### src/rtl/rx_frame_analyser.sv
// Rx frame analyser: extracts 5..DATA_W data bits per frame, judges parity and stop bit,
// writes one word per frame to the Rx FIFO and keeps sticky error flags and saturating counters.
`timescale 1ns/1ps
module rx_frame_analyser #(
   parameter int unsigned DATA_W    = 8,
   parameter int unsigned FRAME_W   = 12,
   parameter int unsigned CNT_W     = 4,
   parameter int unsigned SAMPLE_PT = 7,
   parameter int unsigned ERRCNT_W  = 8
) (
   input  logic                clk,
   input  logic                rst,
   input  logic [FRAME_W-1:0]  frame_i,
   input  logic [4:0]          State_i,
   input  logic [CNT_W-1:0]    BitWidthCnt_i,
   input  logic [3:0]          data_len_i,
   input  logic [2:0]          parity_mode_i,
   input  logic                msb_first_i,
   input  logic                drop_err_i,
   input  logic                err_clr_i,
   output logic                n_we_o,
   output logic [DATA_W-1:0]   data_o,
   input  logic                p_full_i,
   output logic                p_ParityError_o,
   output logic                p_FrameError_o,
   output logic                p_OverrunError_o,
   output logic [ERRCNT_W-1:0] parity_cnt_o,
   output logic [ERRCNT_W-1:0] frame_cnt_o,
   output logic [ERRCNT_W-1:0] overrun_cnt_o
);

   localparam logic [4:0] RxIdle   = 5'b00001;
   localparam logic [4:0] RxData   = 5'b00100;
   localparam logic [4:0] RxParity = 5'b01000;
   localparam logic [4:0] RxStop   = 5'b10000;

   localparam logic [CNT_W-1:0]    JudgeCnt = CNT_W'(SAMPLE_PT + 1);
   localparam logic [ERRCNT_W-1:0] CntMax   = '1;

   typedef enum logic [4:0] {
      AIdle   = 5'b00001,
      AData   = 5'b00010,
      AParity = 5'b00100,
      AStop   = 5'b01000,
      AWrite  = 5'b10000
   } a_state_e;

   a_state_e            state_q;
   logic [DATA_W-1:0]   data_q;
   logic [2:0]          mode_q;
   logic                drop_q;
   logic                perr_q;
   logic                ferr_q;

   logic                par_flag_q, frm_flag_q, ovr_flag_q;
   logic [ERRCNT_W-1:0] par_cnt_q, frm_cnt_q, ovr_cnt_q;

   logic [3:0]          len;
   logic [DATA_W-1:0]   rev;
   logic [DATA_W-1:0]   mask;
   logic [DATA_W-1:0]   capt;
   logic                judge;
   logic                perr_now;
   logic                par_evt, frm_evt, ovr_evt;
   logic                we;

   logic unused_frame;
   assign unused_frame = ^frame_i[FRAME_W-1:DATA_W];

   always_comb begin
      if (data_len_i >= 4'd5 && {28'd0, data_len_i} <= DATA_W) begin
         len = data_len_i;
      end else begin
         len = 4'(DATA_W);
      end
   end

   // LSB-first frames arrive oldest-bit-highest, so reverse then right-align to len.
   always_comb begin
      rev = '0;
      for (int k = 0; k < int'(DATA_W); k++) begin
         rev[k] = frame_i[DATA_W-1-k];
      end
      mask = ~({DATA_W{1'b1}} << len);
      if (msb_first_i) begin
         capt = frame_i[DATA_W-1:0] & mask;
      end else begin
         capt = (rev >> (4'(DATA_W) - len)) & mask;
      end
   end

   assign judge = (BitWidthCnt_i == JudgeCnt);

   always_comb begin
      case (mode_q)
         3'b001:  perr_now = (^data_q) != frame_i[0];
         3'b010:  perr_now = (^data_q) == frame_i[0];
         3'b011:  perr_now = (frame_i[0] != 1'b1);
         3'b100:  perr_now = (frame_i[0] != 1'b0);
         default: perr_now = 1'b0;
      endcase
   end

   assign par_evt = (state_q == AParity) && (State_i == RxParity) && judge && perr_now;
   assign frm_evt = (state_q == AStop) && (State_i == RxStop) && judge && !frame_i[0];
   assign ovr_evt = (state_q == AWrite) && p_full_i;
   assign we      = (state_q == AWrite) && !p_full_i && !(drop_q && (perr_q || ferr_q));

   always_ff @(posedge clk or negedge rst) begin
      if (!rst) begin
         state_q <= AIdle;
         data_q  <= '0;
         mode_q  <= 3'b000;
         drop_q  <= 1'b0;
         perr_q  <= 1'b0;
         ferr_q  <= 1'b0;
      end else begin
         unique case (state_q)
            AIdle: begin
               perr_q <= 1'b0;
               ferr_q <= 1'b0;
               if (State_i == RxData) state_q <= AData;
            end
            AData: begin
               if (State_i == RxIdle) begin
                  state_q <= AIdle;
               end else if (State_i != RxData) begin
                  data_q <= capt;
                  mode_q <= parity_mode_i;
                  drop_q <= drop_err_i;
                  if (State_i == RxParity)    state_q <= AParity;
                  else if (State_i == RxStop) state_q <= AStop;
                  else                        state_q <= AIdle;
               end
            end
            AParity: begin
               if (State_i == RxIdle) begin
                  state_q <= AIdle;
               end else if (State_i == RxParity && judge) begin
                  perr_q  <= perr_now;
                  state_q <= AStop;
               end
            end
            AStop: begin
               if (State_i == RxIdle) begin
                  state_q <= AIdle;
               end else if (State_i == RxStop && judge) begin
                  ferr_q  <= ~frame_i[0];
                  state_q <= AWrite;
               end
            end
            AWrite: state_q <= AIdle;
            default: state_q <= AIdle;
         endcase
      end
   end

   // A clear in the same cycle as an error event wins; the event is lost.
   always_ff @(posedge clk or negedge rst) begin
      if (!rst) begin
         par_flag_q <= 1'b0;
         frm_flag_q <= 1'b0;
         ovr_flag_q <= 1'b0;
         par_cnt_q  <= '0;
         frm_cnt_q  <= '0;
         ovr_cnt_q  <= '0;
      end else if (err_clr_i) begin
         par_flag_q <= 1'b0;
         frm_flag_q <= 1'b0;
         ovr_flag_q <= 1'b0;
         par_cnt_q  <= '0;
         frm_cnt_q  <= '0;
         ovr_cnt_q  <= '0;
      end else begin
         if (par_evt) begin
            par_flag_q <= 1'b1;
            if (par_cnt_q != CntMax) par_cnt_q <= par_cnt_q + ERRCNT_W'(1);
         end
         if (frm_evt) begin
            frm_flag_q <= 1'b1;
            if (frm_cnt_q != CntMax) frm_cnt_q <= frm_cnt_q + ERRCNT_W'(1);
         end
         if (ovr_evt) begin
            ovr_flag_q <= 1'b1;
            if (ovr_cnt_q != CntMax) ovr_cnt_q <= ovr_cnt_q + ERRCNT_W'(1);
         end
      end
   end

   assign n_we_o           = ~we;
   assign data_o           = data_q;
   assign p_ParityError_o  = par_flag_q;
   assign p_FrameError_o   = frm_flag_q;
   assign p_OverrunError_o = ovr_flag_q;
   assign parity_cnt_o     = par_cnt_q;
   assign frame_cnt_o      = frm_cnt_q;
   assign overrun_cnt_o    = ovr_cnt_q;

endmodule

### config.mk
export PLATFORM = sky130hd
export DESIGN_NAME = rx_frame_analyser
export DESIGN_NICKNAME = d
export VERILOG_FILES = /design/src/rtl/rx_frame_analyser.sv
export SDC_FILE = /design/constraint.sdc
export NUM_CORES = 1
export LEC_CHECK = 0
export CAP_MARGIN = 10
export CORE_UTILIZATION = 43
export CTS_CLUSTER_DIAMETER = 50
export DETAILED_ROUTE_END_ITERATION = 16
export PLACE_DENSITY = 0.71
export SLEW_MARGIN = 20
export SYNTH_ARGS = -nofsm -noshare
export SYNTH_HDL_FRONTEND = slang
export SYNTH_SLANG_ARGS = --single-unit
export TNS_END_PERCENT = 10
### constraint.sdc
create_clock -name clk -period 3.05 [get_ports clk]
set_input_delay 0.305 -clock clk [delete_from_list [all_inputs] [get_ports clk]]
set_output_delay 0.305 -clock clk [all_outputs]
set_load 0.03 [all_outputs]
==> results of run 1 <==
==> final cells by class <==
class / instances / area share, %
multi-input combinational: 236 / 42.9
sequential: 46 / 31.4
timing repair buffer: 71 / 18.9
tap: 77 / 2.62
clock buffer: 5 / 1.87
inverter: 12 / 1.23
clock inverter: 3 / 1.09
==> through the flow <==
stage / worst slack (ns) / hold WS, ns / std cells
3_5_place_dp: 0.154 / 0.484 / 442
6_report: 0.415 / -0.00182 / 450
4_1_cts: 0.408 / 0.208 / 450
3_3_place_gp: 0.172 / 0.479 / 442
2_1_floorplan: 0.668 / 0.00941 / 306
5_1_grt: 0.222 / 0.0455 / 450
==> state kept, by name, summed over array words and instances (netlist names) <==
register and cells:
p_ParityError_o 1, overrun_cnt_o 8, mode_q 3, frame_cnt_o 8, state_q 5, p_FrameError_o 1, ferr_q 1, perr_q 1
parity_cnt_o 8, p_OverrunError_o 1, data_o 8, drop_q 1
==> kinds of logic after synthesis <==
| kind of cell | after synthesis | share of synthesized area [%] |
|---|---|---|
| AOI/OAI and AO/OA | 50 | 11.2 |
| xor gates and xnor gates | 21 | 6.51 |
| adders and majority gates | 7 | 3.10 |
| buffers and inverters | 24 | 3.45 |
| DFF | 46 | 40.8 |
| muxes | 24 | 9.43 |
| and+or+nand+nor | 134 | 25.6 |
==> metal layers <==
metal	routed length (µm)	part of all wire [%]	vias up
li1	-	-	1215
met3	257	4.3	7
met1	2820	47	1215
met2	2790	47	60
met5	0	0	-
met4	88	1.5	0
==> cells in the mapped netlist, types with 2 or more instances <==
master	count
nor3_1	7
buf_1	3
a22o_1	3
clkbuf_1	8
o31ai_1	2
nor4_1	3
dfrtp_1	45
o21ai_0	19
nor2_1	38
o22ai_1	2
nor2b_1	6
a31oi_1	3
nor3b_1	5
nor4b_1	2
a21oi_1	12
nand4b_1	3
xor2_1	7
nand3_1	10
xnor2_1	14
nand2b_1	3
nand4_1	8
and3_1	7
inv_1	12
nand2_1	26
nand3b_1	3
mux2_2	11
or3b_2	2
or3_1	4
mux2i_1	12
ha_1	7
==> path summary, 6_finish.rpt <==
| check | startpoint | to | slack (ns) |
|---|---|---|---|
| max | state_q[1] | parity_cnt_o[4] | 0.41 |
| min reg2reg | p_ParityError_o | p_ParityError_o | 0.50 |
| max reg2reg | state_q[1] | parity_cnt_o[4] | 0.41 |
| min | rst | overrun_cnt_o[2] | -0.002 |
| max in group asynchronous | rst | frame_cnt_o[7] | 2.66 |
| min in group clk | p_ParityError_o | p_ParityError_o | 0.50 |
==> where the power goes <==
| group | internal [mW] | total (mW) | switching, mW |
|---|---|---|---|
| logic | 0.322 | 0.684 | 0.362 |
| registers | 0.686 | 0.765 | 0.0785 |
| clock network | 0.241 | 0.450 | 0.209 |
| total | 1.25 | 1.90 | 0.649 |
==> worst max-delay path, cell delays in order, from the launching register on <==
cell     delay (ns)
dfrtp_1        0.46
or3_4          0.42
or3b_2         0.48
nor3_2         0.33
nand2_2        0.13
a31oi_4        0.26
nand4_1        0.15
mux2_2         0.28
==> cell usage in the layout, fill, tap and decap left out, types with 3 or more instances in the layout <==
cell / synthesis / routed
nand3_1: 10 / 10
ha_1: 7 / 7
nor2_1: 38 / 38
clkbuf_8: 0 / 5
or3_1: 4 / 4
nand4_1: 8 / 8
inv_1: 12 / 12
a22o_1: 3 / 3
nor4_1: 3 / 3
a21oi_1: 12 / 12
a31oi_1: 3 / 3
mux2_2: 11 / 11
nor3b_1: 5 / 5
nor2b_1: 6 / 6
xor2_1: 7 / 7
o21ai_0: 19 / 19
mux2i_1: 12 / 12
nand3b_1: 3 / 3
nand2b_1: 3 / 3
dfrtp_1: 45 / 45
nor3_1: 7 / 7
buf_4: 0 / 7
nand2_1: 26 / 26
xnor2_1: 14 / 14
and3_1: 7 / 7
clkdlybuf4s50_1: 0 / 64
nand4b_1: 3 / 3
==> impl_metrics.env, run 1 <==
export IMPL_dr_first_iter_drc_count=80
export IMPL_clkSlewWorstSetupHoldPaths_ns=0.09
export IMPL_critPathKind="reg2reg"
export IMPL_ys_types=49
export IMPL_postLayoutCellArea_um2=3670
export IMPL_place_area_um2=3560
export IMPL_grt_pass1_wl_um=10200
export IMPL_gp_congestion=0.858
export IMPL_maxSlewViolCount=0
export IMPL_worstPathArrival_ns=2.83
export IMPL_cts_buffers=5
export IMPL_root_buffer="clkbuf_8"
export IMPL_drive_gt1_share_pct=10.5
export IMPL_grt_use_met1_pct=23.9
export IMPL_clock_fmax_mhz=379
export IMPL_fillers=586
export IMPL_fin_nets=413
export IMPL_grt_ovfl_total=0
export IMPL_die_area_um2=6900
export IMPL_antenna_left=0
export IMPL_grt_max_degree=47
export IMPL_fp_dieH_um=83.1
export IMPL_initial_utilization_pct=44.5
export IMPL_h_tree_depth=2
export IMPL_antenna_cells=0
export IMPL_yosys_top_cells_area="dfrtp_1 40%, nor2_1 5.0%, mux2_2 4.4%, xnor2_1 4.3%, mux2i_1 4.2%"
export IMPL_finalSetupViolCount=0
export IMPL_vias_per_cell=5.55
export IMPL_wl_um=5950
export IMPL_min_period_ns=2.64
export IMPL_hold_class="in2async"
export IMPL_synth_top_cell_area_share_pct=39.8
export IMPL_post_route_util_pct=57.8
export IMPL_clkLatencyLatePin_ns=0.30
export IMPL_cts_sinks=46
export IMPL_met3_usage_pct=3.88
export IMPL_post_cts_buffers=0
export IMPL_std_cell_rows=29
export IMPL_hold_violations=11
export IMPL_max_slew_margin_pct=61.5
export IMPL_grt_met2_usage_pct=29.3
export IMPL_maxCapViolCount=0
export IMPL_violations="negative hold slack"
export IMPL_finalClockSkew_ns=0.00642
export IMPL_regArea_um2=1150
export IMPL_synth_ff_type="dfrtp_1"
export IMPL_firstDrtPassIters=4
export IMPL_period_share_pct=86.4
export IMPL_grt_total_usage_pct=18.0
export IMPL_core_um2=6350
export IMPL_required_ns=3.25
export IMPL_cts_tree="yes"
export IMPL_cp_start_kind="flop"
export IMPL_power_mw=1.90
export IMPL_numPortBuffers=65
export IMPL_ys_seq_area_share_pct=40.8
export IMPL_ys_seq_elements=46
export IMPL_syn2layout_area_growth_pct=29.9
export IMPL_power_leakage_nw=1.57
export IMPL_status="finished with violations"
export IMPL_grt_busiest_layer="met2"
export IMPL_synth_edf_count=0
export IMPL_syn_nets=347
export IMPL_grt_antenna_before_repair=0
export IMPL_routedWlPerCell_um=13.2
export IMPL_power_per_cell_area_nw_per_um2=517
export IMPL_die_x_um=83.1
export IMPL_yosysTopAreaCell="dfrtp_1"
export IMPL_end_kind="flop"
export IMPL_io_pins=70
export IMPL_grt_pass1_vias=2280
export IMPL_dp_hpwl_um=4480
export IMPL_synth_async_reset_ratio_pct=100
export IMPL_drc_errors=0
export IMPL_yosys_warnings=0
export IMPL_synth_avg_cell_area_um2=9.24
export IMPL_cp_max_fo=8
export IMPL_synthesis_area_um2=2830
export IMPL_post_cts_resized=0
export IMPL_hold_buffers=0
export IMPL_hold_slack_ns=-0.00182
export IMPL_ir_drop_mv=0.335
export IMPL_vias=2497
export IMPL_clock_path_buffers=2
export IMPL_worstMarginPinSlew_ns=0.577
export IMPL_r2r_cells=7
export IMPL_synthCells=306
export IMPL_rsz0062_at_grt="no"
export IMPL_fin_tns_setup_ns=0
export IMPL_multiInputGateArea_um2=1580
Note: power is estimated with default switching activity, not from simulation.
==> run 2, diff against run 1 <==
--- a/config.mk
+++ b/config.mk
@@ -5,7 +5,6 @@
 export SDC_FILE = /design/constraint.sdc
 export NUM_CORES = 1
 export LEC_CHECK = 0
-export CAP_MARGIN = 10
 export CORE_UTILIZATION = 43
 export CTS_CLUSTER_DIAMETER = 50
 export DETAILED_ROUTE_END_ITERATION = 16
==> results of run 2 <==
Final layout, timing and power as in run 1 (identical DEF).
==> run 3, diff against run 2 <==
--- a/config.mk
+++ b/config.mk
@@ -8,7 +8,7 @@
 export CORE_UTILIZATION = 43
 export CTS_CLUSTER_DIAMETER = 50
 export DETAILED_ROUTE_END_ITERATION = 16
-export PLACE_DENSITY = 0.71
+export PLACE_DENSITY = 0.79
 export SLEW_MARGIN = 20
 export SYNTH_ARGS = -nofsm -noshare
 export SYNTH_HDL_FRONTEND = slang
==> run 3 against run 2 <==
Against the previous run:
- the run still ends with negative hold slack left
- cell count shrank 0.22%
- via count is 0.44% higher
- critical path depth unchanged
- design area grew 0.72%
- count of clock-buffer cells in the layout up 1
- die area is the same
- flip-flop and latch count unchanged
- sequential power hardly changed
- routed wire length is 6.3% higher
- worst setup slack lost 0.027 ns
- largest power group unchanged
- highest routed layer unchanged
==> impl_metrics.env, run 3 (synthesis results as in run 1) <==
export IMPL_status="finished with violations"
export IMPL_violations="negative hold slack"
export IMPL_end_kind="flop"
export IMPL_grt_ovfl_total=0
export IMPL_initial_utilization_pct=44.5
export IMPL_cp_max_fo=8
export IMPL_critPathKind="reg2reg"
export IMPL_pwr_share_comb_pct=34.4
export IMPL_antenna_cells=0
export IMPL_post_cts_buffers=0
export IMPL_finalSetupViolCount=0
export IMPL_root_buffer="clkbuf_8"
export IMPL_fin_nets=412
export IMPL_post_cts_resized=0
export IMPL_final_cell_mix="64 x clkdlybuf4s50_1, 45 x dfrtp_1, 38 x nor2_1"
export IMPL_io_pins=70
export IMPL_max_slew_margin_pct=61.4
export IMPL_fin_tns_setup_ns=0
export IMPL_grt_antenna_before_repair=0
export IMPL_numPortBuffers=65
export IMPL_clock_fmax_mhz=376
export IMPL_ir_drop_mv=0.474
export IMPL_dr_first_iter_drc_count=115
export IMPL_cts_buffers=5
export IMPL_maxSlewViolCount=0
export IMPL_hold_slack_ns=-0.000749
export IMPL_hold_buffers=0
export IMPL_clkSlewWorstSetupHoldPaths_ns=0.09
export IMPL_firstDrtPassIters=4
export IMPL_dp_cells=441
export IMPL_grt_pass1_wl_um=10500
export IMPL_finalClockSkew_ns=0.0114
export IMPL_clock_path_buffers=2
export IMPL_routedWlPerCell_um=14.1
export IMPL_die_area_um2=6900
export IMPL_stdcell_count=449
export IMPL_min_period_ns=2.66
export IMPL_rsz0062_at_grt="no"
export IMPL_drive_gt1_share_pct=10.2
export IMPL_hold_class="in2async"
export IMPL_cts_sinks=46
export IMPL_power_leakage_nw=1.58
export IMPL_worstPathArrival_ns=2.86
export IMPL_maxCapViolCount=0
export IMPL_hold_violations=1
export IMPL_grt_total_usage_pct=18.8
export IMPL_vias_per_cell=5.59
export IMPL_p_switching_uw=659
export IMPL_h_tree_depth=2
export IMPL_grt_pass1_vias=2319
export IMPL_post_route_util_pct=58.2
export IMPL_drc_errors=0
export IMPL_cts_tree="yes"
export IMPL_grt_max_degree=47
export IMPL_fp_dieH_um=83.1
export IMPL_vias=2508
export IMPL_netSwitchingFraction_pct=32.7
export IMPL_required_ns=3.25
export IMPL_worstMarginPinSlew_ns=0.579
export IMPL_std_cell_rows=29
export IMPL_die_x_um=83.1
export IMPL_p_seq_share_pct=38.0
export IMPL_power_per_cell_area_nw_per_um2=545
export IMPL_syn2layout_area_growth_pct=30.9
export IMPL_dp_hpwl_um=4730
export IMPL_wl_um=6330
export IMPL_period_share_pct=87.3
export IMPL_core_um2=6350
export IMPL_final_common_cell="clkdlybuf4s50_1"
export IMPL_clkPwrFrac_pct=27.7
export IMPL_clkLatencyLatePin_ns=0.30
export IMPL_antenna_left=0
export IMPL_internal_power_mw=1.36
export IMPL_gp_congestion=0.913
export IMPL_cp_start_kind="flop"
run 3: cell types whose count changed in the layout (fill, tap and decap cells not counted), sizes merged:
cell / before / now
buf: 7 / 6
bufinv: 1 / 2
clkbuf: 5 / 6
clkinv: 2 / 0
run 3: stage by stage:
step	hold WS (ns)	setup WS [ns]	power, mW	instance area (µm²)
after global routing	0.0341	0.255	2.12	3700
after detailed placement	0.487	0.0811	1.47	3550
final	-0.000749	0.388	2.02	3700
after global placement	0.475	0.163	1.45	3550
after CTS	0.198	0.387	2.03	3700
after floorplan	0.00941	0.668	1.23	2830
run 3: final cells by class:
class | instances | area [µm²]
fill | 553 | 2650
multi-input combinational | 236 | 1580
sequential | 46 | 1150
timing repair buffer | 70 | 686
tap | 77 | 96.3
clock buffer | 6 | 82.6
clock inverter | 2 | 60.1
inverter | 12 | 45.0
run 3: metal layers:
layer / GRT usage (%) / up-vias / wire length [µm]
li1: - / 1212 / -
met2: 32.3 / 78 / 3180
met3: 4.37 / 10 / 287
met1: 23.3 / 1208 / 2760
met4: 5.64 / 0 / 94
met5: 0 / - / 0
run 3: path summary, 6_finish.rpt:
path	startpoint	end	slack, ns	cells past startpoint
worst max-delay path	state_q[1]	parity_cnt_o[4]	0.39	7
worst min-delay path	rst	frame_cnt_o[0]	-0.0007	1
worst max register to register	state_q[1]	parity_cnt_o[4]	0.39	7
worst min register to register	p_ParityError_o	p_ParityError_o	0.51	2
max in group asynchronous	rst	overrun_cnt_o[1]	2.66	1
min in group clk	p_ParityError_o	p_ParityError_o	0.51	2
run 3: power groups by stage:
stage	Clock, mW	Combinational (mW)	Sequential, mW
global route	0.591	0.755	0.779
CTS	0.565	0.698	0.765
finish	0.558	0.693	0.766
floorplan	0	0.379	0.852
global placement	0	0.674	0.773
detailed placement	0	0.697	0.773
run 3: worst max-delay path, stage by stage (launching register included):
cell and delay, ns:
dfrtp_1 0.46, or3_4 0.43, or3b_2 0.48, nor3_2 0.34, nand2_2 0.13, a31oi_4 0.27
nand4_1 0.15, mux2_2 0.29
==> variant, RTL diff (settings of run 1) <==
Register the input `parity_mode_i` before use, without a reset. The logic sees it one clock later. The other inputs are not delayed to match.
--- a/src/rtl/rx_frame_analyser.sv
+++ b/src/rtl/rx_frame_analyser.sv
@@ -46,4 +46,10 @@
    } a_state_e;
 
+   logic [2:0] parity_mode_q;
+
+   always_ff @(posedge clk) begin
+      parity_mode_q <= parity_mode_i;
+   end
+
    a_state_e            state_q;
    logic [DATA_W-1:0]   data_q;
@@ -127,5 +133,5 @@
                end else if (State_i != RxData) begin
                   data_q <= capt;
-                  mode_q <= parity_mode_i;
+                  mode_q <= parity_mode_q;
                   drop_q <= drop_err_i;
                   if (State_i == RxParity)    state_q <= AParity;
Check against the original RTL: not equivalent (Yosys sat finds a counterexample within 4 cycles, from zero or initial values and one cycle with rst low).
==> variant against run 1 <==
- the flow still finishes with violations (negative hold slack)
- first-iteration DRC count up 83%
- total power shrank 18%
- sequential cell count increased by 3
- sequential power fell by 3.1%
- global-route usage grew 1.3 points
- wire length up 2.8%
- count of clock-buffer cells in the layout unchanged
- area after synthesis is 2.4% lower
- worst hold slack got worse by 0.0098 ns
- non-clock buffer count fell by 1
- final area decreased by 2.4%
- setup slack gained 0.23 ns
- sequential share of layout area rose by 2.5 points
- critical endpoint is now parity_cnt_o[7]
==> variant: results (changes against run 1) <==
[global_route]
grtUsageMet3_pct=4.40  ; was 3.88%
grt_use_met1_pct=26.5  ; was 23.9%
grt_pass1_vias=2230  ; was 2280
gr-usage-met2_pct=30.7  ; was 29.3%
grtUsageTotal_pct=19.3  ; was 18.0%
grt_pass1_wl_um=10100  ; was 10200 um

[finish]
layout-drive-gt1-share_pct=8.03  ; was 10.5%
diodes=0  ; unchanged
fin_nets=401  ; was 413

[route]
m1WireLength_um=2880  ; was 2820 um
met3_length_um=311  ; was 257 um
drc=0  ; unchanged
wl_met2_um=2890  ; was 2790 um
drtIter0Drc=146  ; was 80
vias_per_cell=5.52  ; was 5.55
routed_wirelength_um=6120  ; was 5950 um

[worst_setup_path]
r2r_end=parity_cnt_o[7]  ; was parity_cnt_o[4]
cp_max_fo=12  ; was 8
cp-start-kind=register  ; unchanged
r2r_slack_ns=0.65  ; was 0.41 ns
path_delay_family=compound AO/OA/AOI/OAI gates  ; was simple AND/OR/NAND/NOR gates
reg2reg_from=data_o[7]  ; was state_q[1]
worstRegToRegCells=8  ; was 7
slowest_stage=or4_1  ; was or3b_2
critical-path-max-stage-delay_ns=0.46  ; was 0.48 ns
crit_arrival_ns=2.63  ; was 2.83 ns

[logic_synthesis]
synthArstFlopShare_pct=93.9  ; was 100%
synth-adder-area-share_pct=3.17  ; was 3.10%
ys_types=49  ; unchanged
synth_nets=335  ; was 347
synth.top_cells.by_area=dfrtp_1 41%, nor2_1 4.5%, xnor2_1 4.1%  ; was dfrtp_1 40%, nor2_1 5.0%, mux2_2 4.4%
ys_seq_area_share_pct=43.9  ; was 40.8%
synthTopCellsByCount=45 x dfrtp_1, 33 x nor2_1, 30 x nand2_1, 22 x o21ai_0, 17 x a21oi_1  ; was 45 x dfrtp_1, 38 x nor2_1, 26 x nand2_1, 19 x o21ai_0, 14 x xnor2_1
synthMuxAreaShare_pct=7.26  ; was 9.43%
synth_xor_area_share_pct=6.67  ; was 6.51%
yosysWarnings=0  ; unchanged
synth_compound_area_share_pct=14.5  ; was 11.2%

[timing]
fin_worst_skew_ns=0.00723  ; was 0.00642 ns
hold_ws_ns=-0.0116  ; was -0.00182 ns
worst_slew_pin_slew_ns=0.576  ; was 0.577 ns
setup_tns_ns=0  ; unchanged
hold_violations=31  ; was 11

[clock_tree]
clk_latency_ns=0.31
max-clock-path-buffers=2  ; unchanged
cts_resized=0  ; unchanged
path_clk_slew_ns=0.10
cts_made_buffers=5  ; unchanged

[pwr]
p_comb_share_pct=26.2  ; was 36.0%
ir_worst_vdd_mv=0.333  ; was 0.335 mV
p_seq_share_pct=47.4  ; was 40.3%
leakagePower_uw=0.00152  ; was 0.00157 uW
p_switching_uw=490  ; was 649 uW

[run_status]
violations=negative hold slack  ; unchanged
status=finished, violations left  ; unchanged

[placed_design]
io_buffers=65  ; unchanged
routabilityCongestion=0.811  ; was 0.858
dp_hpwl_um=4450  ; was 4480 um

==> variant: final cells by class <==
type	instances	area, um2
Clock buffer	5	68.8
Multi-Input combinational cell	224	1460
Clock inverter	3	28.8
Inverter	10	37.5
Fill cell	531	2480
Sequential cell	49	1210
Tap cell	75	93.8
Timing Repair Buffer	70	686
==> variant: kinds of logic (layout without fill, tap and decap cells) <==
logic type               after synthesis  in the layout
AO/OA/AOI/OAI                         62             62
flip-flops                            49             49
XOR/XNOR                              21             21
AND/OR/NAND/NOR                      117            117
adder cells (fa/ha/maj)                7              7
buffers and inverters                 21             88
multiplexers                          17             17
==> variant: metrics by stage <==
step | total power [uW] | cell area (um2) | cells | utilization, % | worst slack, ns
floorplan | 1010 | 2760 | 294 | - | 0.783
global placement | 1160 | 3480 | 428 | 57.5 | 0.449
detailed placement | 1160 | 3480 | 428 | 57.5 | 0.404
CTS | 1580 | 3580 | 436 | 59.1 | 0.628
global route | 1640 | 3580 | 436 | 59.1 | 0.367
finish | 1560 | 3580 | 436 | 59.1 | 0.647
